<file path="src/rtl/ppu_pkg.sv">
// Shared types and widths for the post-processing sequencer and its byte packer.
package ppu_pkg;
    localparam int PPU_DATA_W     = 32;
    localparam int PPU_OUT_W      = 8;
    localparam int PPU_SCALE_W    = 6;
    localparam int BYTES_PER_WORD = 4;
    localparam int LANE_W         = $clog2(BYTES_PER_WORD);

    typedef enum logic [2:0] {IDLE, ISSUE, DRAIN, FLUSH, DONE} ppu_ctrl_state_e;

    // Byte enables for a partial word holding n bytes in the low lanes.
    function automatic logic [BYTES_PER_WORD-1:0] lane_strb(input logic [LANE_W-1:0] n);
        return (BYTES_PER_WORD'(1) << n) - BYTES_PER_WORD'(1);
    endfunction
endpackage

</file>
<file path="src/rtl/ppu_ctrl_byte_packer.sv">
// Collects PPU result bytes into words; emits a registered write on a full word
// or, on flush, a zero-padded partial word with matching byte enables.
module byte_packer
    import ppu_pkg::*;
(
    input  logic                      clk,
    input  logic                      rst,
    input  logic                      clr_i,
    input  logic                      valid_i,
    input  logic [PPU_OUT_W-1:0]      byte_i,
    input  logic                      flush_i,
    output logic                      we_o,
    output logic [PPU_DATA_W-1:0]     wdata_o,
    output logic [BYTES_PER_WORD-1:0] wstrb_o
);
    logic [LANE_W-1:0]         lane_q, lane_d;
    logic [PPU_DATA_W-1:0]     word_q, word_d;
    logic                      we_q, we_d;
    logic [PPU_DATA_W-1:0]     wdata_q, wdata_d;
    logic [BYTES_PER_WORD-1:0] wstrb_q, wstrb_d;

    always_comb begin
        lane_d  = lane_q;
        word_d  = word_q;
        we_d    = 1'b0;
        wdata_d = wdata_q;
        wstrb_d = wstrb_q;
        if (valid_i) begin
            word_d[int'(lane_q)*PPU_OUT_W +: PPU_OUT_W] = byte_i;
            lane_d = lane_q + LANE_W'(1);
        end
        // Flush includes a byte arriving in the same cycle, so the tail write
        // lands right after the last result just like a full-word write.
        if (valid_i && lane_q == LANE_W'(BYTES_PER_WORD-1)) begin
            we_d    = 1'b1;
            wdata_d = word_d;
            wstrb_d = '1;
            word_d  = '0;
        end else if (flush_i && lane_d != '0) begin
            we_d    = 1'b1;
            wdata_d = word_d;
            wstrb_d = lane_strb(lane_d);
            word_d  = '0;
            lane_d  = '0;
        end
        if (clr_i) begin
            lane_d = '0;
            word_d = '0;
        end
    end

    always_ff @(posedge clk or posedge rst) begin
        if (rst) begin
            lane_q  <= '0;
            word_q  <= '0;
            we_q    <= 1'b0;
            wdata_q <= '0;
            wstrb_q <= '0;
        end else begin
            lane_q  <= lane_d;
            word_q  <= word_d;
            we_q    <= we_d;
            wdata_q <= wdata_d;
            wstrb_q <= wstrb_d;
        end
    end

    assign we_o    = we_q;
    assign wdata_o = wdata_q;
    assign wstrb_o = wstrb_q;
endmodule

</file>
<file path="src/rtl/ppu_ctrl.sv">
// Streams a tile of partial sums from the PSUM buffer through the PPU and packs
// the 8-bit results four-per-word into the output activation buffer.
module ppu_ctrl
    import ppu_pkg::*;
#(
    parameter int PSUM_AW = 10,
    parameter int OUT_AW  = 8
) (
    input  logic                      clk,
    input  logic                      rst,
    input  logic                      start,
    input  logic [PSUM_AW:0]          num_psum,
    input  logic [PSUM_AW-1:0]        psum_base,
    input  logic [OUT_AW-1:0]         out_base,
    input  logic [PPU_SCALE_W-1:0]    scale_in,
    output logic                      busy,
    output logic                      done,
    output logic                      psum_rd_en,
    output logic [PSUM_AW-1:0]        psum_rd_addr,
    input  logic [PPU_DATA_W-1:0]     psum_rdata,
    output logic                      ppu_en,
    output logic [PPU_DATA_W-1:0]     ppu_data,
    output logic [PPU_SCALE_W-1:0]    ppu_scale,
    input  logic                      ppu_valid,
    input  logic [PPU_OUT_W-1:0]      ppu_out,
    output logic                      ob_we,
    output logic [OUT_AW-1:0]         ob_addr,
    output logic [PPU_DATA_W-1:0]     ob_wdata,
    output logic [BYTES_PER_WORD-1:0] ob_wstrb
);
    localparam int CW = PSUM_AW + 1;

    ppu_ctrl_state_e         state_q, state_d;
    logic [PSUM_AW-1:0]      rd_addr_q, rd_addr_d;
    logic [CW-1:0]           rem_q, rem_d;
    logic [CW-1:0]           inflight_q, inflight_d;
    logic [OUT_AW-1:0]       ob_addr_q, ob_addr_d;
    logic [PPU_SCALE_W-1:0]  scale_q, scale_d;
    logic                    ppu_en_q;
    logic                    vld_in, flush, clr;

    assign busy         = (state_q != IDLE);
    assign done         = (state_q == DONE);
    assign psum_rd_en   = (state_q == ISSUE);
    assign psum_rd_addr = rd_addr_q;
    assign ppu_en       = ppu_en_q;
    assign ppu_data     = ppu_en_q ? psum_rdata : '0;
    assign ppu_scale    = scale_q;
    assign ob_addr      = ob_addr_q;
    assign vld_in       = ppu_valid && busy;
    assign clr          = (state_q == DONE);

    always_comb begin
        state_d    = state_q;
        rd_addr_d  = rd_addr_q;
        rem_d      = rem_q;
        ob_addr_d  = ob_addr_q;
        scale_d    = scale_q;
        inflight_d = inflight_q + CW'(psum_rd_en) - CW'(vld_in);
        flush      = 1'b0;
        if (ob_we) ob_addr_d = ob_addr_q + OUT_AW'(1);
        case (state_q)
            IDLE: if (start) begin
                rd_addr_d = psum_base;
                rem_d     = num_psum;
                ob_addr_d = out_base;
                scale_d   = scale_in;
                state_d   = (num_psum == '0) ? DONE : ISSUE;
            end
            ISSUE: begin
                rd_addr_d = rd_addr_q + PSUM_AW'(1);
                rem_d     = rem_q - CW'(1);
                if (rem_q == CW'(1)) state_d = DRAIN;
            end
            // Leave as the last result arrives so the tail write is not delayed.
            DRAIN: if (inflight_d == '0) begin
                flush   = 1'b1;
                state_d = FLUSH;
            end
            FLUSH: state_d = DONE;
            DONE: begin
                state_d    = IDLE;
                rd_addr_d  = '0;
                ob_addr_d  = '0;
                rem_d      = '0;
                inflight_d = '0;
            end
            default: state_d = IDLE;
        endcase
    end

    always_ff @(posedge clk or posedge rst) begin
        if (rst) begin
            state_q    <= IDLE;
            rd_addr_q  <= '0;
            rem_q      <= '0;
            inflight_q <= '0;
            ob_addr_q  <= '0;
            scale_q    <= '0;
            ppu_en_q   <= 1'b0;
        end else begin
            state_q    <= state_d;
            rd_addr_q  <= rd_addr_d;
            rem_q      <= rem_d;
            inflight_q <= inflight_d;
            ob_addr_q  <= ob_addr_d;
            scale_q    <= scale_d;
            ppu_en_q   <= psum_rd_en;
        end
    end

    byte_packer u_packer (
        .clk     (clk),
        .rst     (rst),
        .clr_i   (clr),
        .valid_i (vld_in),
        .byte_i  (ppu_out),
        .flush_i (flush),
        .we_o    (ob_we),
        .wdata_o (ob_wdata),
        .wstrb_o (ob_wstrb)
    );
endmodule

</file>
<file path="config.mk">
export PLATFORM = sky130hd
export DESIGN_NAME = ppu_ctrl
export DESIGN_NICKNAME = d
export VERILOG_FILES = /design/src/rtl/ppu_pkg.sv /design/src/rtl/ppu_ctrl_byte_packer.sv /design/src/rtl/ppu_ctrl.sv
export SDC_FILE = /design/constraint.sdc
export NUM_CORES = 1
export LEC_CHECK = 0
export CORE_ASPECT_RATIO = 1.5
export CORE_MARGIN = 4
export CORE_UTILIZATION = 26
export DETAILED_ROUTE_END_ITERATION = 10
export SKIP_CTS_REPAIR_TIMING = 1
export SYNTH_ARGS = -nofsm -noshare
export SYNTH_HDL_FRONTEND = slang
export SYNTH_SLANG_ARGS = --single-unit
</file>
<file path="constraint.sdc">
create_clock -name clk -period 5.29 [get_ports clk]
set_clock_uncertainty 0.1 [all_clocks]
set_input_delay 1.058 -clock clk [delete_from_list [all_inputs] [get_ports clk]]
set_output_delay 1.058 -clock clk [all_outputs]
set_load 0.1 [all_outputs]
</file>
==> impl_metrics.toml <==
[critical_path]
path_cells = "clkdlybuf4s50_1 > and2_1 > nand2b_1 > nand2_1 > ha_1 > fa_1 > a21o_1 > a221oi_4 > o221a_2 > nand2_2 > nor4_4 > a31oi_4 > inv_4 > mux2_2"
rrSetupSlack_ps = 880
cp.required_ps = 5490
critPathLaunch = "ppu_valid"
max_stage_delay_ps = 440
cp-start-kind = "input port"
path_buf_inv = 2
timing.rr.start = "state_q[0]$_DFFE_PP0P_"
crit_fanout = 25
rr_worst_depth = 14
end_kind = "register"
path_delay_family = "compound AO/OA/AOI/OAI gates"
arrival_ps = 4710
crit_type = "input port to register"
worstSetupEndpoint = "u_packer.wdata_o[23]$_DFFE_PP0P_"
critPathSlowestCell = "clkdlybuf4s50_1"
r2r_end = "u_packer.wdata_o[23]$_DFFE_PP0P_"
cp_num_cells = 14

[global_routing]
met2_usage = 0.233
grt_pass1_wl_mm = 29.8
grtUsageMet3 = 0.0367
grt_start_max_net_pins = 67
grt.busiest_layer = "met2"
overflow = 0
antenna_found_initial = 0
grt_pass1_vias = 5613
met1_usage = 0.163
track_usage = 0.137

[place]
gp_congestion = 0.803
portBuffers = 175
dpl.hpwl_mm = 13.4
dp_cells = 1134

[sta]
finalCritPeriodShare = 0.852
grt_setup_unrepaired = "false"
slew_headroom = 0.302
setup-violations-final = 0
max_freq_ghz = 0.222
post-route-min-period_ps = 4510
slew_viol_final = 0
tightest_slew_ps = 1040
fin_tns_setup_ps = 0
hold_violations = 0

[yosys]
ys_seq_elements = 121
yosys_warnings = 0
async_reset_ff_frac = 1.00
syn-num-nets = 762
synth.yosys.seq_area_share = 0.472
avgSynthCellArea_um2 = 9.67
netlist_instances = 663
synth_edf_count = 0
ys_types = 58
synth_flop_cell = "dfrtp_1"
syn_area_mm2 = 0.00641

[finish]
syn_to_final_growth_pct = 41.6
instances_no_fill = 1166
antenna-diode-count = 0
drive_gt1_frac = 0.0998
fin_nets = 928

[floorplan]
fp.dieW_um = 136
fp-row-count = 70
die_area_mm2 = 0.0273
chipHeight_um = 200
initial_core_util = 0.263
pin_count = 176
core-area_mm2 = 0.0243

[routing]
via_count = 5430
drc = 0
via_per_inst = 4.66
drt_first_pass_iters = 4
wl_per_cell_um = 15.9
ant_nets = 0
drtIter0Drc = 201
wl_mm = 18.5

[clocking]
cts_tree = "built"
clkTransAtPathRegs_ps = 60
cts_num_sinks = 121
cts_root_buffer = "clkbuf_16"
htree_levels = 4
cts_max_path_buffers = 2
numCtsBuffers = 17
insertion_delay_ps = 420

[worst_hold_path]
min_from = "u_packer.wstrb_o[0]$_DFFE_PP0P_"
worstHoldPathType = "register to register"

[outcome]
status = "finished, final reports clean"

[run]
maxCapViolCount = 0
## through the flow
stage          hold WS (ps)  utilization  cell area (µm²)  setup slack, ps
2_1_floorplan           351            -             6410              628
3_3_place_gp            353        0.348             8470              400
3_5_place_dp            355        0.348             8470              320
6_report                362        0.373             9080              782
4_1_cts                 368        0.373             9080              756
5_1_grt                 393        0.373             9080              536
## cell type report
class / instances / area [µm²]
fillers: 2505 / 15300
multi-input cells: 483 / 3130
flip-flops and latches: 121 / 3030
repair buffers: 183 / 1820
clock buffers: 17 / 425
well taps: 324 / 405
clock inverters: 15 / 181
inverters: 23 / 91.3
## routing by layer
| metal | part of all wire | wire length [µm] |
|---|---|---|
| met1 | 0.42 | 7780 |
| met2 | 0.50 | 9280 |
| met3 | 0.053 | 988 |
| met4 | 0.025 | 462 |
| met5 | 0 | 0 |
## sequential cells by signal, indices dropped and copies added, names as in the netlist
register          count
ppu_scale             6
ppu_en                1
u_packer.wstrb_o      4
u_packer.we_o         1
u_packer.wdata_o     32
rem_q                11
u_packer.word_q      32
state_q               3
psum_rd_addr         10
u_packer.lane_q       2
inflight_q           11
ob_addr               8
## kinds of logic (layout without fill, tap and decap cells)
logic type                 after synthesis  count (layout)  share of synthesized area
muxes                                   33              33                     0.0685
and+or+nand+nor                        269             269                      0.213
AOI/OAI and AO/OA                      142             142                      0.139
adders and majority gates               20              20                     0.0402
DFF                                    121             121                      0.472
xor gates and xnor gates                19              19                     0.0260
buffers and inverters                   59             238                     0.0406
## cells in the mapped netlist (19+ instances only)
cell / instances / area, µm²
ha_1: 19 / 238
o21ai_0: 54 / 270
and2_1: 40 / 250
inv_1: 21 / 78.8
nand2_1: 83 / 312
a21oi_1: 35 / 175
and3_1: 41 / 257
mux2_4: 19 / 285
nor2_1: 39 / 146
nor3_1: 21 / 105
dfrtp_1: 121 / 3030
clkbuf_1: 29 / 109
## worst min path at each step
stage,to,slack (ps),depth (start not counted)
after floorplan,rem_q[10]$_DFFE_PP0P_,350,2
after global placement,u_packer.wstrb_o[0]$_DFFE_PP0P_,350,1
after detailed placement,u_packer.wstrb_o[0]$_DFFE_PP0P_,360,1
after CTS,u_packer.wstrb_o[0]$_DFFE_PP0P_,370,1
after global routing,u_packer.wstrb_o[0]$_DFFE_PP0P_,390,1
final,u_packer.wstrb_o[0]$_DFFE_PP0P_,360,1
## placed cells by master (no fill, tap or decap), drive strengths merged, types with 4 or more instances in the layout
cell type	count
and2	40
o21ai	54
clkdlybuf4s50	174
a21oi	35
nand2b	6
clkinv	4
inv	31
buf	9
a31oi	12
dfrtp	121
mux2	30
o31a	9
nor2	39
a22oi	4
xor2	12
nand3	14
nor3b	4
ha	19
nor3	21
and3	41
clkbuf	17
nor4	5
xnor2	7
nand2	84
Power is not shown: default switching activity piles up to over one toggle a cycle in this logic, so the estimate is an artifact.
